`src/rtl/imem_fetch_unit.sv`:
```
`default_nettype none
// +--------------------------------------------------------------------------+
// | Module   : imem_fetch_unit                                               |
// | Purpose  : Instruction memory between the PC/fetch stage and decode.     |
// |            After reset it zeroes every word in a hardware sweep. It      |
// |            accepts program-load writes and serves byte-addressed fetches |
// |            over a valid/ready handshake with back-pressure. Misaligned   |
// |            and out-of-range fetches return zero data with an error flag. |
// | Ports    : clk        - clock, rising edge                               |
// |            reset      - synchronous, active-low reset                    |
// |            busy       - high while the clear sweep runs                  |
// |            ld_en      - program-load write strobe                        |
// |            ld_addr    - program-load word index                          |
// |            ld_data    - program-load data                                |
// |            req_valid  - fetch request valid                              |
// |            req_ready  - fetch request can be accepted this cycle         |
// |            req_addr   - fetch byte address                               |
// |            resp_valid - fetch response valid                             |
// |            resp_ready - consumer takes the response                      |
// |            resp_data  - fetched instruction word (0 on error)            |
// |            resp_err   - response belongs to a bad address                |
// | Revision : 1.0 - initial release                                         |
// +--------------------------------------------------------------------------+
module imem_fetch_unit #(
   parameter int DATA_W = 32,
   parameter int DEPTH  = 64,
   parameter int ADDR_W = $clog2(DEPTH),
   parameter int PC_W   = 32
) (
   input  logic              clk,
   input  logic              reset,
   output logic              busy,
   input  logic              ld_en,
   input  logic [ADDR_W-1:0] ld_addr,
   input  logic [DATA_W-1:0] ld_data,
   input  logic              req_valid,
   output logic              req_ready,
   input  logic [PC_W-1:0]   req_addr,
   output logic              resp_valid,
   input  logic              resp_ready,
   output logic [DATA_W-1:0] resp_data,
   output logic              resp_err
);

   // Last word index written by the clear sweep.
   localparam logic [ADDR_W-1:0] c_LAST_IDX   = ADDR_W'(DEPTH - 1);
   // DEPTH in one extra bit so a full-range ld_addr can be compared safely.
   localparam logic [ADDR_W:0]   c_DEPTH_CMP  = (ADDR_W + 1)'(DEPTH);
   // First illegal byte address. One extra bit keeps 4*DEPTH from wrapping
   // when PC_W is small.
   localparam logic [PC_W:0]     c_ADDR_LIMIT = (PC_W + 1)'(4 * DEPTH);

   typedef enum logic [0:0] {
      ST_CLEAR = 1'b0,
      ST_READY = 1'b1
   } state_t;

   state_t            r_state;
   state_t            w_state_nxt;
   logic [ADDR_W-1:0] r_clr_ptr;
   logic [ADDR_W-1:0] w_clr_ptr_nxt;

   logic [DATA_W-1:0] r_mem [DEPTH];

   logic              w_mem_we;
   logic [ADDR_W-1:0] w_mem_waddr;
   logic [DATA_W-1:0] w_mem_wdata;

   logic              w_req_ready;
   logic              w_accept;
   logic              w_ld_in_range;
   logic              w_bad;
   logic [ADDR_W-1:0] w_rd_idx;

   logic              r_resp_valid;
   logic [DATA_W-1:0] r_resp_data;
   logic              r_resp_err;

   assign w_ld_in_range = ({1'b0, ld_addr} < c_DEPTH_CMP);
   assign w_rd_idx      = req_addr[ADDR_W+1:2];
   // The full PC_W-bit address takes part in the range check. Upper address
   // bits must not alias back into the array.
   assign w_bad         = (req_addr[1:0] != 2'b00) ||
                          ({1'b0, req_addr} >= c_ADDR_LIMIT);
   assign w_accept      = req_valid && w_req_ready;

   // ------------------------------------------------------------------------
   // State register
   // ------------------------------------------------------------------------
   always_ff @(posedge clk) begin
      if (!reset) begin
         r_state   <= ST_CLEAR;
         r_clr_ptr <= '0;
      end else begin
         r_state   <= w_state_nxt;
         r_clr_ptr <= w_clr_ptr_nxt;
      end
   end

   // ------------------------------------------------------------------------
   // Next state, memory write port and request handshake
   // ------------------------------------------------------------------------
   always_comb begin
      w_state_nxt   = r_state;
      w_clr_ptr_nxt = r_clr_ptr;
      w_mem_we      = 1'b0;
      w_mem_waddr   = r_clr_ptr;
      w_mem_wdata   = '0;
      w_req_ready   = 1'b0;

      case (r_state)
         ST_CLEAR: begin
            // The sweep owns the write port, so program loads are dropped.
            w_mem_we      = 1'b1;
            w_mem_waddr   = r_clr_ptr;
            w_clr_ptr_nxt = r_clr_ptr + 1'b1;
            if (r_clr_ptr == c_LAST_IDX) begin
               w_state_nxt   = ST_READY;
               w_clr_ptr_nxt = '0;
            end
         end
         ST_READY: begin
            w_mem_we    = ld_en && w_ld_in_range;
            w_mem_waddr = ld_addr;
            w_mem_wdata = ld_data;
            // Load wins over fetch. This keeps a read and a write from ever
            // landing in the same cycle.
            w_req_ready = !ld_en && (!r_resp_valid || resp_ready);
         end
         default: begin
            w_state_nxt = ST_CLEAR;
         end
      endcase

      // No write and no acceptance while reset is asserted.
      if (!reset) begin
         w_mem_we    = 1'b0;
         w_req_ready = 1'b0;
      end
   end

   // ------------------------------------------------------------------------
   // Storage (not reset; the sweep clears it)
   // ------------------------------------------------------------------------
   always_ff @(posedge clk) begin
      if (w_mem_we) begin
         r_mem[w_mem_waddr] <= w_mem_wdata;
      end
   end

   // ------------------------------------------------------------------------
   // Response register: data and error hold until a new request is accepted
   // ------------------------------------------------------------------------
   always_ff @(posedge clk) begin
      if (!reset) begin
         r_resp_valid <= 1'b0;
         r_resp_data  <= '0;
         r_resp_err   <= 1'b0;
      end else if (w_accept) begin
         r_resp_valid <= 1'b1;
         r_resp_data  <= w_bad ? '0 : r_mem[w_rd_idx];
         r_resp_err   <= w_bad;
      end else if (resp_ready) begin
         r_resp_valid <= 1'b0;
      end
   end

   assign busy       = (r_state == ST_CLEAR);
   assign req_ready  = w_req_ready;
   assign resp_valid = r_resp_valid;
   assign resp_data  = r_resp_data;
   assign resp_err   = r_resp_err;

endmodule
`default_nettype wire

```
`config.mk`:
```
export PLATFORM = sky130hd
export DESIGN_NAME = imem_fetch_unit
export DESIGN_NICKNAME = d
export VERILOG_FILES = /design/src/rtl/imem_fetch_unit.sv
export SDC_FILE = /design/constraint.sdc
export NUM_CORES = 2
export LEC_CHECK = 0
export ABC_AREA = 1
export CAP_MARGIN = 20
export CORE_MARGIN = 3
export CORE_UTILIZATION = 45
export CTS_CLUSTER_SIZE = 25
export DETAILED_ROUTE_END_ITERATION = 8
export SLEW_MARGIN = 20
export SYNTH_ARGS = -nofsm -noshare
export SYNTH_HDL_FRONTEND = slang
export SYNTH_SLANG_ARGS = --single-unit
```
`constraint.sdc`:
```
create_clock -name clk -period 7.81 [get_ports clk]
set_input_delay 0.781 -clock clk [delete_from_list [all_inputs] [get_ports clk]]
set_output_delay 0.781 -clock clk [all_outputs]
set_load 0.05 [all_outputs]
```
Word-level counts from Yosys, hierarchy flattened
Memory sizes are Yosys's and may differ from the RTL's.
Index checks and enable logic that the tools add are counted.
Cells by class
  add/sub/neg operators: 1
  multipliers: 0
  div/mod/pow operators: 0
  $lt $le $gt $ge: 1
  eq/ne operators: 1
  shift-type cells: 0
  muxes and demuxes: 14
  bitwise logic cells: 1
  reductions and logical operators: 8
Operator list (count)
  $mux W32: 2
  $ge A32 B9 Y1 const B: 1
  $pmux W6 S2: 1
  $mux W1: 9
  $add A6 B1 Y6 const B: 1
  $eq A6 B6 Y1 const B: 1
  $mux W6: 1
  $reduce_bool A2 Y1: 2
  $logic_and A1 B1 Y1: 2
  $logic_not A1 Y1: 2
  $logic_or A1 B1 Y1: 2
  $pmux W1 S2: 1
  $not A1 Y1: 1
Storage, ports and cells
  bits in registers: 41
  bits in latches: 0
  memory bits (writable): 2048
  bits in read-only memories: 0
  output and inout port bits: 36
  logic and storage cells: 32
  memories kept: 1
Memory list
  r_mem: words 64, width 32, rd ports 1, clocked after Yosys merged registers in 0, write ports 1, line 63  | logic [DATA_W-1:0] r_mem [DEPTH];

Logic depth before layout (Yosys ltp)
  word-level depth: 7
  mapped depth: 13
  depth with buffers taken out: 9

Least setup slack after synthesis
No wires, ideal clock.
  kind: input to register
  from: input ld_addr[4]
  to: memory r_mem[42][0] (enable)
  arrival time: 4667 ps
  required time: 7309 ps
  setup slack: 2641 ps
  cell stages on the path: 6
  path buffers: 0
  cell sequence: or2_2 -> o21ai_0 -> inv_2 -> nor2_1 -> nand3_2 -> nor4_1
Between the ends
  cells in the longest elaborated chain, start to end: 1
RTL lines
  start, declared: line 34  | input logic [ADDR_W-1:0] ld_addr,
  $pmux W6 S2: line 111  | case (r_state)
  end, declared: line 63
Every way passes these cells.

Worst setup path in the final report
  from: input reset
  to: output req_ready
Between the ends
  cells in the longest elaborated chain, start to end: 1
RTL lines
  start, declared: line 31  | input logic reset,
  $mux W1: line 136  | if (!reset) begin
  end, declared: line 37  | output logic req_ready,
Every way passes these cells.

==> results.toml <==
[clock_network]
postCtsSetupRepairBufs = 0
cts.path.max_buffers = 3
clk_pin_slew_ns = 0.07
postCtsHoldBufs = 0
cts_tree = "built"
htree_levels = 4
cts-root-buf = "clkbuf_16"
clock-sinks = 2089
clk_latency_ns = 0.84
cts_resized = 0
cts_made_buffers = 212

[logic_synthesis]
yosysWarnings = 0
ys_ff_latch = 2089
synth_cell_types = 30
syn_inst = 6910
synthesis.area_sq_mm = 0.0837
synth_area_per_cell_sq_um = 12.1
synth_nets = 6986
ys_seq_area_frac = 0.745

[drt]
vias_per_cell = 5.70
dr.pass1.iters = 6
wl_per_cell_microns = 25.5
ant_nets = 0
via_count = 54500
drtIter0Drc = 6525
drt-total-wl_microns = 244000
drc = 0

[layout]
n_fill_cell = 15700
nNetsFinal = 6987
syn_to_final_growth_pct = 12.4
layout_common_cells = "nand2_1 (2124), edfxtp_1 (2048), nand3_1 (2029), clkbuf_16 (212), buf_4 (106)"
multiInputGateArea_sq_mm = 0.0193
register_area_sq_mm = 0.0623
drive_gt1_frac = 0.0760
final_common_cell = "nand2_1"
final_cell_count_no_fill = 9558

[grt]
grt_pass1_wl_microns = 354000
antenna_found_initial = 6
grt_max_degree = 177
grt_use_total = 0.250
grt_pass1_vias = 50800
grt_overflow_total = 0

[die]
dieHeight_microns = 437
die_x_microns = 437
rows = 157
die_area_sq_mm = 0.191
initial_utilization = 0.455
ioPinCount = 111
core_sq_mm = 0.184

[min_path]
min_path_type = "reg -> reg"

[outcome]
outcome = "complete, no violations"

[setup_path]
endpoint_kind = "output port"
startpoint_type = "primary input"
critical_path_arrival_ns = 3.62
crit_fanout = 36
crit_type = "in -> out"
cp.required_ns = 7.03

[timing]
max_freq_ghz = 0.227
rsz0062_at_grt = "false"
fin_tns_setup_ns = 0
setup_slack_ns = 3.41
maxSlewHeadroom = 0.248
period_minus_slack_ns = 4.40
fin_skew_ns = 0.0321
tightest_slew_ns = 1.13
hold_viol = 0
finalCritPeriodShare = 0.564
slew_viol_final = 0
setup_violations = 0

[pwr]
ir_drop_mv = 0.199
p_leak_nw = 33.4
p_per_area_mw_per_mm2 = 243
report.power.total_w = 0.0229

[place]
dp.cells = 9152
port_buffers = 110
pre_cts_slack_ns = 3.10
dp.final_hpwl_microns = 130000
gp_congestion = 0.914

[job]
drv_cap = 0
-- worst max-delay path: stages --
cell	delay, ns
clkdlybuf4s50_1	0.83
inv_2	0.43
nor4_4	0.65
clkdlybuf4s50_1	0.92
-- registers in the layout, indices dropped and copies added (netlist names) --
register,cells
r_state,1
r_clr_ptr,6
resp_data,32
resp_err,1
resp_valid,1
r_mem,2048
-- worst paths after layout --
path | start | endpoint | slack [ns] | cells past startpoint
setup / recovery | reset | req_ready | 3.41 | 4
hold / removal | resp_data[21] | resp_data[21] | 0.47 | 2
setup reg to reg | r_state | r_mem[5][14] | 3.45 | 9
hold reg to reg | resp_data[21] | resp_data[21] | 0.47 | 2
-- final cells by class --
| cell class | count | share of cell area |
|---|---|---|
| multi-input cells | 4308 | 0.206 |
| clock buffers | 281 | 0.0602 |
| well taps | 2464 | 0.0328 |
| flip-flops and latches | 2089 | 0.662 |
| clock inverters | 113 | 0.00868 |
| inverters | 54 | 0.00270 |
| repair buffers | 246 | 0.0276 |
| diodes | 3 | 0.0000798 |
-- cell families (layout without fill, tap and decap cells) --
| logic type | count (synthesis) | in the layout | synth area share |
|---|---|---|---|
| XOR/XNOR | 1 | 1 | 0.000105 |
| other | 0 | 3 | 0 |
| AO/OA/AOI/OAI | 46 | 46 | 0.00280 |
| flip-flops | 2089 | 2089 | 0.745 |
| adder cells (fa/ha/maj) | 1 | 1 | 0.000149 |
| AND/OR/NAND/NOR | 4260 | 4260 | 0.223 |
| buffers and inverters | 513 | 694 | 0.0298 |
-- metal layers --
layer | track usage | share of wire | vias up | wire [microns]
met5 | 0 | 0 | - | 0
met4 | 0.122 | 0.054 | 0 | 13100
met3 | 0.0326 | 0.072 | 428 | 17500
met2 | 0.397 | 0.48 | 2404 | 116000
met1 | 0.342 | 0.40 | 26900 | 97500
li1 | - | - | 24700 | -
-- power by group --
group	leakage, nW	internal (W)	total (W)	switching (W)
clock	3.18	0.00530	0.00956	0.00426
sequential	20.6	0.0122	0.0122	0.00000828
combinational	9.62	0.000291	0.00114	0.000846
total	33.4	0.0177	0.0229	0.00511
-- synthesized netlist by cell type --
cell type / n / area, sq um
nand3_2: 3 / 30.0
nor2_1: 80 / 300
clkbuf_1: 98 / 368
nand2_1: 2124 / 7970
a21oi_2: 1 / 8.76
xor2_1: 1 / 8.76
a21oi_1: 35 / 175
clkinv_2: 1 / 5.00
buf_6: 14 / 158
inv_1: 47 / 176
nor4_4: 1 / 21.3
or2_1: 1 / 6.26
ha_1: 1 / 12.5
nand2_2: 1 / 6.26
nor2_2: 1 / 6.26
nor3_1: 6 / 30.0
nor4_1: 8 / 50.1
or2_2: 3 / 18.8
nand4_1: 2 / 12.5
nor2_4: 1 / 11.3
o21ai_0: 8 / 40.0
edfxtp_1: 2048 / 61500
dfxtp_1: 41 / 821
o21ai_1: 2 / 10.0
buf_4: 36 / 270
buf_2: 250 / 1250
nand3_1: 2029 / 10200
inv_2: 6 / 22.5
buf_8: 1 / 15.0
buf_1: 60 / 225
-- metrics by stage --
stage	instance area (sq um)	hold WS, ns	util
global route	94100	0.489	0.511
detailed placement	87400	0.464	0.475
floorplan	83700	0.468	-
finish	94100	0.474	0.511
global placement	87100	0.462	0.473
CTS	93900	0.478	0.510
No activity file was read; power rests on OpenSTA's default activity.
